**config.mk**
```make
export PLATFORM = sky130hd
export DESIGN_NAME = spi_reg_bank
export DESIGN_NICKNAME = d
export VERILOG_FILES = /design/src/rtl/spi_reg_bank.sv
export SDC_FILE = /design/constraint.sdc
export NUM_CORES = 1
export LEC_CHECK = 0
export BUFFER_PORTS_ARGS = -buffer_cell sky130_fd_sc_hd__buf_4
export CAP_MARGIN = 20
export CORE_MARGIN = 4
export CORE_UTILIZATION = 55
export CTS_BUF_LIST = sky130_fd_sc_hd__clkbuf_8
export CTS_CLUSTER_DIAMETER = 150
export DETAILED_ROUTE_END_ITERATION = 10
export PLACE_DENSITY_LB_ADDON = 0.2
export SLEW_MARGIN = 20
export SYNTH_ARGS = -nofsm -noshare
export SYNTH_HDL_FRONTEND = slang
export SYNTH_SLANG_ARGS = --single-unit
export TNS_END_PERCENT = 20
```
**constraint.sdc**
```tcl
create_clock -name clk_core -period 2.4 [get_ports clk_core]
set_input_delay 0.24 -clock clk_core [delete_from_list [all_inputs] [get_ports clk_core]]
set_output_delay 0.24 -clock clk_core [all_outputs]
set_load 0.02 [all_outputs]
```
**src/rtl/spi_reg_bank.sv**
```systemverilog
// ============================================================================
// spi_reg_bank : SPI-attached register file with burst auto-increment
// Rev 1.0
// ============================================================================
`default_nettype none

module spi_reg_bank #(
  parameter logic [7:0] FPGA_VER      = 8'hC2,
  parameter logic [7:0] UART_INV_RST  = 8'h00,
  parameter logic [7:0] TELEM_SEL_RST = 8'h00
) (
  input  logic       clk_core,
  input  logic       reset_n,
  input  logic       transaction_begin,
  input  logic       rx_byte_available,
  input  logic [7:0] rx_byte,
  output logic [7:0] tx_byte,
  output logic       bootloader_force_pin,
  output logic [7:0] uart_inverted,
  output logic [7:0] telemetry_con_sel
);

  typedef enum logic [1:0] {
    IDLE = 2'd0,
    ADDR = 2'd1,
    DATA = 2'd2
  } state_t;

  state_t     state;
  state_t     next_state;
  logic [2:0] sync;
  logic       byte_evt;
  logic [6:0] addr;
  logic       dir_write;
  logic [7:0] scratch;
  logic [7:0] wr_count;
  logic [7:0] err_count;

  logic       start;
  logic       load_addr;
  logic       wr_strobe;
  logic       rd_strobe;
  logic [6:0] rd_addr;
  logic [7:0] rd_data;

  always_ff @(posedge clk_core or negedge reset_n) begin
    if (!reset_n) begin
      sync <= 3'b000;
    end else begin
      sync <= {sync[1:0], rx_byte_available};
    end
  end

  assign byte_evt = sync[1] & ~sync[2];

  always_ff @(posedge clk_core or negedge reset_n) begin
    if (!reset_n) begin
      state <= IDLE;
    end else begin
      state <= next_state;
    end
  end

  // A begin pulse always wins over a coincident byte, which is then dropped.
  always_comb begin
    next_state = state;
    start      = 1'b0;
    load_addr  = 1'b0;
    wr_strobe  = 1'b0;
    rd_strobe  = 1'b0;
    if (transaction_begin) begin
      next_state = ADDR;
      start      = 1'b1;
    end else if (byte_evt) begin
      case (state)
        ADDR: begin
          load_addr  = 1'b1;
          next_state = DATA;
        end
        DATA: begin
          wr_strobe = dir_write;
          rd_strobe = ~dir_write;
        end
        default: next_state = state;
      endcase
    end
  end

  // The address byte reads straight from rx_byte; burst reads prefetch addr+1.
  assign rd_addr = (state == ADDR) ? rx_byte[6:0] : (addr + 7'd1);

  always_comb begin
    rd_data = 8'h00;
    case (rd_addr)
      7'h00:   rd_data = FPGA_VER;
      7'h01:   rd_data = {7'b0, bootloader_force_pin};
      7'h02:   rd_data = uart_inverted;
      7'h03:   rd_data = telemetry_con_sel;
      7'h04:   rd_data = scratch;
      7'h05:   rd_data = wr_count;
      7'h06:   rd_data = err_count;
      default: rd_data = 8'h00;
    endcase
  end

  always_ff @(posedge clk_core or negedge reset_n) begin
    if (!reset_n) begin
      addr                 <= 7'h00;
      dir_write            <= 1'b0;
      tx_byte              <= 8'h00;
      bootloader_force_pin <= 1'b0;
      uart_inverted        <= UART_INV_RST;
      telemetry_con_sel    <= TELEM_SEL_RST;
      scratch              <= 8'h00;
      wr_count             <= 8'h00;
      err_count            <= 8'h00;
    end else if (start) begin
      tx_byte <= 8'h00;
    end else if (load_addr) begin
      addr      <= rx_byte[6:0];
      dir_write <= rx_byte[7];
      if (!rx_byte[7]) begin
        tx_byte <= rd_data;
      end
    end else if (wr_strobe) begin
      addr <= addr + 7'd1;
      case (addr)
        7'h01: begin
          bootloader_force_pin <= rx_byte[0];
          wr_count             <= wr_count + 8'd1;
        end
        7'h02: begin
          uart_inverted <= rx_byte;
          wr_count      <= wr_count + 8'd1;
        end
        7'h03: begin
          telemetry_con_sel <= rx_byte;
          wr_count          <= wr_count + 8'd1;
        end
        7'h04: begin
          scratch  <= rx_byte;
          wr_count <= wr_count + 8'd1;
        end
        7'h06: err_count <= 8'h00;
        default: begin
          if (err_count != 8'hFF) begin
            err_count <= err_count + 8'd1;
          end
        end
      endcase
    end else if (rd_strobe) begin
      addr    <= addr + 7'd1;
      tx_byte <= rd_data;
    end
  end

endmodule

`default_nettype wire

```
# Word level (Yosys, flattened, before mapping)
# Cells that the tools add are included.
# op_classes
n_addsub	3
n_mul	0
div_mod_pow	0
order_cmp	0
eq_ne	16
n_shift	0
muxes	25
bitwise_logic	6
reduce_logical	17
# op_table
cell	n
one-hot mux 8 bit (7 select lines)	1
2-to-1 mux 8 bit	6
equality test 7 x 3 -> 1 bit (second input constant)	5
equality test 7 x 2 -> 1 bit (second input constant)	4
2-to-1 mux 7 bit	4
AND reduction 4 bit	5
adder 8 x 1 -> 8 bit (second input constant)	2
one-hot mux 8 bit (2 select lines)	1
equality test 7 x 1 -> 1 bit (second input constant)	2
2-to-1 mux 1 bit	10
inequality test 8 bit (second input constant)	1
adder 7 x 1 -> 7 bit (second input constant)	1
zero test 7 bit	1
2-to-1 mux 2 bit	3
inequality test 3 bit (second input constant)	2
AND reduction 2 bit	3
nonzero test 2 bit	3
nonzero test 3 bit	2
inverter 1 bit	5
AND reduction 5 bit	1
OR reduction 4 bit	1
AND reduction 3 bit	1
equality test 2 x 1 -> 1 bit (second input constant)	1
equality test 2 bit (second input constant)	1
AND 1 bit	1
# word_totals
regBits	62
latchBits	0
ramBits	0
mem_bits_ro	0
inputBits	12
out_inout_bits	25
elab_cells	78
memories	0

# Longest topological paths before layout
# Gate-level depths: netlist of run 1.
# depth
ltp_word	8
ltp_mapped	10

# Worst setup path after synthesis of run 1
# OpenSTA, ideal clock, no wires.
# synth_timing
path_type	flip-flop to flip-flop
start	register addr[0]
end	register tx_byte[3]
setup_ns	0.118
arrival_time_ns	2.131
t_required_ns	2.282
slack_ns	0.151
stages_incl_launch_ff	9
path_buffers	0
cell_sequence	dfrtp_1 -> inv_1 -> ha_1 -> mux2i_2 -> nor2_1 -> a22o_1 -> a22oi_2 -> a31oi_1 -> a21o_1
# synth_between
elab_chain_cells	8
word_cells_on_any_way	15
classes_between	add/sub (1); eq/ne (6); mux (7); reduce/logical (1)
# synth_rtl
item	line_no	source
start: declaration	33	logic [6:0] addr;
start signal: assignment	120	addr <= rx_byte[6:0];
start signal: assignment	126	addr <= addr + 7'd1;
start signal: assignment	152	addr <= addr + 7'd1;
adder 7 x 1 -> 7 bit *	90	assign rd_addr = (state == ADDR) ? rx_byte[6:0] : (addr + 7'd1);
2-to-1 mux 7 bit *	90	
equality test 7 x 3 -> 1 bit, or another cell as far along	94	case (rd_addr)
one-hot mux 8 bit (7 select lines) *	94	
2-to-1 mux 8 bit	151	end else if (rd_strobe) begin
2-to-1 mux 8 bit	125	end else if (wr_strobe) begin
2-to-1 mux 8 bit *	119	end else if (load_addr) begin
2-to-1 mux 8 bit *	117	end else if (start) begin
end signal: assignment	123	tx_byte <= rd_data;
end signal: assignment	153	tx_byte <= rd_data;
end: declaration	17	output logic [7:0] tx_byte,
# Mark *: on every way between the ends. The rest lies on a longest branch, timed or not. The select of a mux whose other input is x is not followed.
# A chain may end at the register's enable or synchronous reset.

# Final worst setup path of run 1
# layout_timing
start	register addr[0]
end	register tx_byte[1]
# The elaborated chain is that of the path after synthesis.

==> results of run 1 <==
==> through the flow <==
step	instances	hold WS, ps	TNS (ps)	power, mW	util, %
floorplan	325	-55.6	0	1.54	-
global placement	443	334	0	1.71	64.5
detailed placement	443	338	-0.470	1.72	64.5
CTS	461	79.7	0	3.02	69.6
global route	462	87.0	0	3.15	70.0
finish	462	99.3	0	3.02	70.0
==> where the power goes <==
part	internal [mW]	total [mW]	switching, mW
logic	0.231	0.559	0.328
registers	1.09	1.18	0.0878
clock network	0.854	1.28	0.427
total	2.18	3.02	0.843
==> layer usage <==
layer	vias to the layer above	global-route usage (%)	wire length, µm
li1	1327	-	-
met1	1416	32.3	3760
met2	71	38.8	4180
met5	-	0	0
met3	9	7.30	461
met4	0	8.35	91
==> Yosys cell counts (2+ instances only) <==
library cell,count
a211oi_1,2
a21o_1,5
a21oi_1,14
a221oi_1,3
a22o_1,5
a22oi_1,4
a31oi_1,6
and2_1,3
and3_1,7
buf_2,4
buf_4,3
buf_6,2
clkbuf_1,3
dfrtp_1,62
ha_1,6
inv_1,4
mux2_2,27
mux2i_1,3
nand2_1,31
nand2b_1,3
nand3_1,13
nand4_1,4
nor2_1,19
nor2b_1,5
nor3_1,3
nor3b_1,2
o21a_1,3
o21ai_0,21
o21ai_1,5
o22ai_1,11
o31ai_1,2
or2_1,2
xnor2_1,3
xor2_1,6
==> worst max-delay path: stages (launching register included) <==
cell	delay [ps]
dfrtp_1	410
buf_4	180
nand4_4	140
or3_4	370
and3_4	190
a22o_4	310
a31o_1	230
a211oi_1	250
o21ai_1	80
==> area by class of cell <==
cell class,count,area (µm²)
Clock buffer,11,151
Clock inverter,5,129
Fill cell,466,1780
Inverter,5,18.8
Multi-Input combinational cell,245,1730
Sequential cell,62,1550
Tap cell,75,93.8
Timing Repair Buffer,59,473
==> sequential cells by signal, indices dropped and copies added (netlist names) <==
signal / count
uart_inverted: 8
telemetry_con_sel: 8
sync: 3
dir_write: 1
addr: 7
err_count: 8
bootloader_force_pin: 1
wr_count: 8
state: 2
tx_byte: 8
scratch: 8
==> logic make-up (layout without fill, tap and decap cells) <==
kind of cell	Yosys count	count (layout)	share of synthesized area (%)
and+or+nand+nor	105	105	16.8
AOI/OAI and AO/OA	93	93	18.7
DFF	62	62	46.2
muxes	32	32	10.8
buffers and inverters	18	80	2.98
xor gates and xnor gates	9	9	2.35
adders and majority gates	6	6	2.23
==> final timing paths <==
kind,endpoint,slack [ps],cells past startpoint
worst max register to register,tx_byte[1],120,8
worst min-delay path,state[1],100,2
max in group asynchronous,sync[1],1380,2
min in group asynchronous,addr[6],490,2
worst min register to register,sync[1],350,0
worst max-delay path,tx_byte[1],120,8
==> what timing repair did <==
item	4_1_cts	5_1_grt
endpoints found under the setup margin	2	9
setup buffers	0	1
resized for setup	1	4
hold endpoints to repair	63	0
pin swaps	0	2
hold buffers	2	0
==> summary.md, run 1 <==
| Metric | Value |
|---|---|
| Final setup viols | 0 |
| DRC errors left | 0 |
| Synth Instances | around 330 |
| Area grow syn2layout | 23.4% |
| Via density | 6.11 |
| Commonest non-fill, non-tap cells in the layout | dfrtp_1 (62), buf_4 (55), nand2_1 (31) |
| Worst vdd ir | 0.423 mV |
| Clock latency on the worst-skew pair | 350 ps |
| IO buf count | 36 |
| Crit path kind | reg2reg |
| WP data arrival | 2510 ps |
| Rel. slew slack | 48.7% |
| Final Worst Setup Slack | 123 ps |
| Total gr overflow | 0 |
| Power density over the cells | approximately 730 nW/µm² |
| Drt total wl | roughly 8500 µm |
| Average cell area after synthesis | 10.3 µm² |
| RSZ-0062 raised after global routing | no |
| Crit. End Element | register |
| Via count | 2823 |
| Root Driver | clkbuf_8 |
| Most common cell after layout, fill and taps aside | dfrtp_1 |
| Remaining antenna violation count | 0 |
| Post-synth design cell area | 3360 µm² |
| Inserted Diodes | 0 |
| Required @ worst endpoint | 2630 ps |
| Post-DP Area | 3820 µm² |
| F_max | 439 MHz |
| Period utilization | 94.9% |
| Final HPWL from detailed placement | just over 6000 µm |
| First-pass GRT wire length | 13900 µm |
| Gr usage total | approximately 25% |
| H-tree levels | 3 |
| Sink Count | 62 |
| Largest cells by area after synthesis | dfrtp_1 (46%), mux2_2 (9.1%), nand2_1 (3.5%) |
| Place WS | -0.470 ps |
| Clock slew seen by the registers of the worst setup and hold paths | 70 ps |
| Die area | 7420 µm² |
| Post-synth EDFFs | 0 |
| Yosys reg bits | 62 |
| Largest net degree at the start of global routing | 63 |
| Top-Level Pins | 37 |
| Synth Warn # | 0 |
| CTS tree | built |
| Leading area contributor after synthesis | dfrtp_1 |
| Routed len/inst | 18.4 µm |
| Syn nets | 343 |
| CP Max Fanout | 13 |
| Register area share after synthesis | 46.2% |
| Antenna violations before repair | 0 |
| Width of the die | 86.2 µm |
| Worst-Margin Slew | 769 ps |
| Core ar. | 5920 µm² |
| Clk buf depth | 2 |
| Async SR Flop Fraction | 100% |
| Initial cell density of the core | a little under three fifths |
| Outcome | finished, final reports clean |
| Worst clock skew | approximately 6.5 ps |
| Leak Pwr | 1.95 nW |
| Layout cell share with drive strength beyond 1 | between 30% and 40% |
| Max Slew Vio Count | 0 |
| Nets | 400 |
| Top_reg_cell synth | dfrtp_1 |
| Netlist cell types | 63 |
| Worst Hold Launch | transaction_begin |
| Total CTS buffers | 9 |
| Gpl congestion | ~0.96 |
| Fin. Hold Viols | 0 |
| FF-to-FF Start | addr[0] |
| Min-delay worst type | in2reg |
| First-pass DRT Iterations | 4 |
| Fin area | ~4100 µm² |
| Chip height | 86.2 µm |
| Critical path origin | addr[0] |
| Row count | 28 |
| Final worst path period need | around 2300 ps |
| Vias in the first global route | 2768 |
| Initial DRC count | 186 |
| Top cell type's share of synthesized area | 46.2% |
| Worst Setup Start Kind | register |
| Maxcap violations | 0 |
Note: power is estimated with default switching activity, not from simulation.
==> inputs of run 2 (changes only) <==
--- a/config.mk
+++ b/config.mk
@@ -5,6 +5,7 @@
 export SDC_FILE = /design/constraint.sdc
 export NUM_CORES = 1
 export LEC_CHECK = 0
+export ABC_AREA = 1
 export BUFFER_PORTS_ARGS = -buffer_cell sky130_fd_sc_hd__buf_4
 export CAP_MARGIN = 20
 export CORE_MARGIN = 4
==> summary.md, run 2 <==
| Metric | Value |
|---|---|
| Outcome | complete, but fails checks |
| Failing checks | negative hold slack |
| Clk buf depth | 2 |
| Power density over the cells | 702 nW/µm² |
| Total gr overflow | 0 |
| Crit Reg-Reg Endpoint | tx_byte[5] |
| First-pass GRT wire length | 13800 µm |
| Routed len/inst | 14.3 µm |
| Worst vdd ir | 0.506 mV |
| Number of fill cells | approximately 530 |
| Worst clock skew | roughly 8.8 ps |
| Chip height | 86.9 µm |
| Min-delay worst type | in2async |
| Crit. End Element | register |
| Synth Warn # | 0 |
| Root Driver | clkbuf_8 |
| Worst Setup Start Kind | register |
| Sink Count | 62 |
| Most common cell after layout, fill and taps aside | nand2_1 |
| Required @ worst endpoint | 2690 ps |
| Antenna violations before repair | 0 |
| Commonest non-fill, non-tap cells in the layout | nand2_1 (129), dfrtp_1 (62), inv_1 (49), nand3_1 (49), buf_4 (38) |
| H-tree levels | 3 |
| FF-to-FF Start | addr[0] |
| Async SR Flop Fraction | 100% |
| Post-synth design cell area | 3430 µm² |
| WHS | -31.8 ps |
| Crit path kind | reg2reg |
| RSZ-0062 raised after global routing | no |
| Max Slew Vio Count | 0 |
| First-pass DRT Iterations | 4 |
| Remaining antenna violation count | 0 |
| Clock latency on the worst-skew pair | ~350 ps |
| Maxcap violations | 0 |
| F_max | ~470 MHz |
| Via count | 2997 |
| Rel. slew slack | approximately 47% |
| CP max stage cell | dfrtp_1 |
| Initial cell density of the core | 57.2% |
| Synth Instances | 441 |
| Fin. Hold Viols | 35 |
| Die area | 7560 µm² |
| Total CTS buffers | 9 |
| Final HPWL from detailed placement | approximately 6000 µm |
| Most used cell, CP | nand2_1 |
| Post-CTS setup buffers | 0 |
| Register area share after synthesis | between 40% and 50% |
| Layout cell share with drive strength beyond 1 | between 15 and 20% |
| Width of the die | approximately 87 µm |
| Period utilization | approximately 90% |
| Top-Level Pins | 37 |
| CTS tree | built |
| Nets | 501 |
| Top cell type's share of synthesized area | 45.3% |
| R2r worst-path depth | 12 |
| Crit path cell chain | buf_4, inv_2, ha_1, inv_1, nand2_1, o21ai_1, nand2_1, nor2_4, o21ai_2, a21oi_4, nand2_1, nand2_1 |
| Vias in the first global route | ~2900 |
| Syn nets | 459 |
| Core ar. | about 6000 µm² |
| Via density | about 5.3 |
| Leading area contributor after synthesis | dfrtp_1 |
| Final worst path period need | 2150 ps |
| Post-synth top cells | nand2_1 (129), dfrtp_1 (62), inv_1 (49), nand3_1 (49), o21ai_0 (34) |
| Critical path origin | addr[0] |
| Row count | 28 |
| Fin area | roughly 4000 µm² |
| Leading cell type by number of instances after synthesis | nand2_1 |
| Setup slack, reg-to-reg | 250 ps |
| Gr usage total | 23.7% |
| Initial DRC count | ~130 |
| Post-synth EDFFs | 0 |
| Setup TNS | 0 ps |
| Largest net degree at the start of global routing | 63 |
| DRC errors left | 0 |
| Post-DP Area | 3750 µm² |
| Clock slew seen by the registers of the worst setup and hold paths | ~80 ps |
| CP Max Fanout | 9 |
| WP data arrival | 2440 ps |
| Inserted Diodes | 0 |
| Gpl congestion | 0.882 |
| Yosys reg bits | 62 |
| Max incr delay on CP | 390 ps |
| Area grow syn2layout | 16.5% |
| Drt total wl | 8060 µm |
| Netlist cell types | 36 |
| Largest cells by area after synthesis | dfrtp_1 (45%), nand2_1 (14%), nand3_1 (7.2%) |
| Top_reg_cell synth | dfrtp_1 |
| Worst-Margin Slew | 788 ps |
| IO buf count | 36 |
| Final setup viols | 0 |
| Leak Pwr | 2.06 nW |
| Average cell area after synthesis | 7.77 µm² |
[run 2: changes by cell type after synthesis, sizes merged, moves of 8 or more]
cell and change:
a21oi -9, and3 -8, inv +52, mux2 -27, nand2 +104, nand3 +39, nor2 +16, o21ai +16
o22ai -12
[run 2: what timing repair did]
action / 4_1_cts / 5_1_grt
setup endpoints to repair: 0 / 8
gates resized for setup: 0 / 1
hold buffers: 1 / 0
endpoints found under the hold margin: 1 / 0
[run 2: worst max path at each step]
| stage | end | cells after the start |
|---|---|---|
| CTS | tx_byte[6] | 15 |
| global route | tx_byte[4] | 15 |
| finish | tx_byte[5] | 12 |
| detailed placement | tx_byte[1] | 15 |
| floorplan | tx_byte[2] | 16 |
| global placement | tx_byte[1] | 15 |
[run 2: final cells by class]
| cell class | instances | area [µm²] | area share (%) |
|---|---|---|---|
| Multi-Input combinational cell | 313 | 1610 | 40.2 |
| Sequential cell | 62 | 1550 | 38.8 |
| Timing Repair Buffer | 39 | 295 | 7.39 |
| Inverter | 58 | 219 | 5.48 |
| Clock buffer | 9 | 124 | 3.10 |
| Clock inverter | 7 | 104 | 2.60 |
| Tap cell | 75 | 93.8 | 2.35 |
[run 2: cells by family (layout without fill, tap and decap cells)]
group,Yosys count,after routing,share of synthesized area [%]
AOI/OAI and AO/OA,59,59,9.97
xor gates and xnor gates,11,11,2.81
adders and majority gates,6,6,2.19
buffers and inverters,66,113,8.00
DFF,62,62,45.3
muxes,1,1,0.329
and+or+nand+nor,236,236,31.4
[run 2: layer usage]
metal / part of all wire, % / GRT usage, % / vias to the layer above
met5: 0 / 0 / -
met3: 4.7 / 4.64 / 14
li1: - / - / 1500
met4: 1.8 / 9.63 / 0
met2: 47 / 37.3 / 86
met1: 46 / 32.0 / 1397
[run 2: report_power, final]
| part | internal [mW] | switching [mW] | total [mW] |
|---|---|---|---|
| sequential | 1.11 | 0.0766 | 1.19 |
| clock | 0.599 | 0.459 | 1.06 |
| combinational | 0.174 | 0.382 | 0.556 |
[run 2: per-stage QoR]
step                      setup WS (ps)  util [%]  total power, mW  cells
after CTS                           121      66.6             2.82    563
after global placement              165      62.6             1.74    546
final                               253      66.7             2.80    563
after global routing               29.2      66.7             2.96    563
after detailed placement            138      62.6             1.76    546
after floorplan                     567         -             1.62    441
[run 2: worst max-delay path, delay by kind of cell, from the launching register on]
family          cells  cell delay, ps
flops               1             390
buf+inv             3             310
fa+ha+maj           1             240
compound gates      3             480
simple gates        5             670
==> inputs of run 3 (changes only) <==
--- a/config.mk
+++ b/config.mk
@@ -8,6 +8,7 @@
 export ABC_AREA = 1
 export BUFFER_PORTS_ARGS = -buffer_cell sky130_fd_sc_hd__buf_4
 export CAP_MARGIN = 20
+export CORE_ASPECT_RATIO = 1.4
 export CORE_MARGIN = 4
 export CORE_UTILIZATION = 55
 export CTS_BUF_LIST = sky130_fd_sc_hd__clkbuf_8
@@ -18,4 +19,3 @@
 export SYNTH_ARGS = -nofsm -noshare
 export SYNTH_HDL_FRONTEND = slang
 export SYNTH_SLANG_ARGS = --single-unit
-export TNS_END_PERCENT = 20
==> summary.md, run 3 (synthesis gave the netlist of run 2 again) <==
| Metric | Value |
|---|---|
| Min-delay worst type | in2reg |
| Met2 track demand over resource | 41.0% |
| Initial DRC count | 168 |
| Total CTS buffers | 9 |
| Initial cell density of the core | 57.6% |
| DRC errors left | 0 |
| Outcome | finished, final reports clean |
| Final worst path period need | 2160 ps |
| Crit path kind | reg2reg |
| First-pass GRT wire length | around 14000 µm |
| Power Total | 2.81 mW |
| Worst vdd ir | 0.482 mV |
| Switch Pwr | ~0.9 mW |
| Nets | about 500 |
| Worst Hold Launch | transaction_begin |
| Fin. Hold Viols | 0 |
| Final setup viols | 0 |
| IO buf count | 36 |
| Core ar. | 5950 µm² |
| Commonest non-fill, non-tap cells in the layout | nand2_1 (129), dfrtp_1 (62), inv_1 (49), nand3_1 (49), buf_4 (36) |
| Final Worst Setup Slack | 243 ps |
| Gr usage total | ~25% |
| Placed Cells incl. Taps | between 500 and 600 |
| Die area | between 7000 and 8000 µm² |
| GR peak layer | met2 |
| Post-CTS setup buffers | 0 |
| Seq pwr share | 42.6% |
| Final std cells w/o fill | 558 |
| Layout cell share with drive strength beyond 1 | 17.8% |
| Sink Count | 62 |
| F_max | 464 MHz |
| Gpl congestion | around 1 |
| Width of the die | 74.7 µm |
| Leak Pwr | 2.06 nW |
| R2r worst-path depth | 15 |
| Max Slew Vio Count | 0 |
| First-pass DRT Iterations | 4 |
| Top-Level Pins | 37 |
| Met3 usage | approximately 5.8% |
| Via count | 2977 |
| Most common cell after layout, fill and taps aside | nand2_1 |
| Setup slack, reg-to-reg | ~240 ps |
| Total gr overflow | 0 |
| RSZ-0062 raised after global routing | no |
| Hold path cells | 2 |
| Sw Ratio | 32.1% |
| P_int | 1.91 mW |
| Critical path origin | addr[0] |
| Antenna violations before repair | 0 |
| Clock slew seen by the registers of the worst setup and hold paths | roughly 70 ps |
| Combinational Power Share | between 20% and 30% |
| WP data arrival | 2400 ps |
| Chip height | 101 µm |
| Clock latency on the worst-skew pair | between 300 and 400 ps |
| Largest net degree at the start of global routing | 63 |
| Fraction of power consumed by the clock network | 37.4% |
| Routed len/inst | between 10 and 15 µm |
| Power density over the cells | 703 nW/µm² |
| CP Max Fanout | 31 |
| Rel. slew slack | 48.9% |
| Area grow syn2layout | 16.7% |
| Place WS | 275 ps |
| Met1 Usage GRT | 31.2% |
| Clk buf depth | 2 |
| CTS tree | built |
| Root Driver | clkbuf_8 |
| WHS | 150 ps |
| Row count | 33 |
| Drt total wl | between 8000 and 9000 µm |
| Worst Setup Start Kind | register |
| Remaining antenna violation count | 0 |
| Final HPWL from detailed placement | 6280 µm |
| Required @ worst endpoint | between 2000 and 3000 ps |
| Crit. End Element | register |
| Setup TNS | 0 ps |
| Period utilization | 89.9% |
| Via density | between 5 and 6 |
| Worst clock skew | 8.20 ps |
| FF-to-FF Start | addr[0] |
| Inserted Diodes | 0 |
| Worst-Margin Slew | between 700 and 800 ps |
| Maxcap violations | 0 |
| H-tree levels | 3 |
| Vias in the first global route | 2984 |
run 3: cell types whose count changed in the layout (fill, tap and decap cells not counted):
cell	delta
buf_4	-2
clkinvlp_4	+2
inv_6	-2
buf_12	+1
clkbuf_8	+1
clkinv_4	-1
dlygate4sd3_1	+1
nand2_2	+1
nand2_4	-1
run 3: what timing repair did:
item                       in CTS  in global routing
setup endpoints to repair       0                  0
hold endpoints to repair       23                  0
hold buffers                    2                  0
resized for setup               0                  0
run 3: layer usage:
layer | part of all wire, % | up-vias
met1 | 41 | 1387
met3 | 4.7 | 15
met5 | 0 | -
met4 | 2.9 | 0
met2 | 51 | 72
li1 | - | 1503
run 3: stage by stage:
| step | area [µm²] | util (%) |
|---|---|---|
| final | 4000 | 67.3 |
| after global routing | 4000 | 67.3 |
| after CTS | 4000 | 67.3 |
| after detailed placement | 3750 | 63.1 |
| after global placement | 3750 | 63.1 |
| after floorplan | 3430 | - |
run 3: worst max-delay path, cell delays in order, from the launching register on:
cell,delay (ps)
dfrtp_1,480
ha_1,240
nand2_2,100
nor2_2,130
nand3_1,70
nand2_1,90
inv_2,40
nand2_1,70
nand2_2,140
buf_12,210
nand3_1,80
nand2_1,60
nor2_1,160
nand2_1,70
nand2_1,70
nand2_1,50
run 3: layout make-up:
type | count | area (µm²)
flip-flops and latches | 62 | 1550
well taps | 70 | 87.6
inverters | 58 | 219
repair buffers | 39 | 310
fillers | 499 | 1950
clock inverters | 6 | 92.6
clock buffers | 10 | 138
multi-input cells | 313 | 1600
run 3: final timing paths:
kind | to
max in group asynchronous | scratch[3]
min | state[1]
min in group asynchronous | wr_count[0]
min reg2reg | sync[1]
max reg2reg | tx_byte[7]
max | tx_byte[7]
run 3: power groups by stage:
stage                     registers [mW]  logic (mW)  clock network [mW]
after floorplan                     1.19       0.434                   0
after global placement              1.21       0.543                   0
after detailed placement            1.22       0.553                   0
after CTS                           1.20       0.558                1.07
after global routing                1.21       0.638                1.12
final                               1.20       0.561                1.05
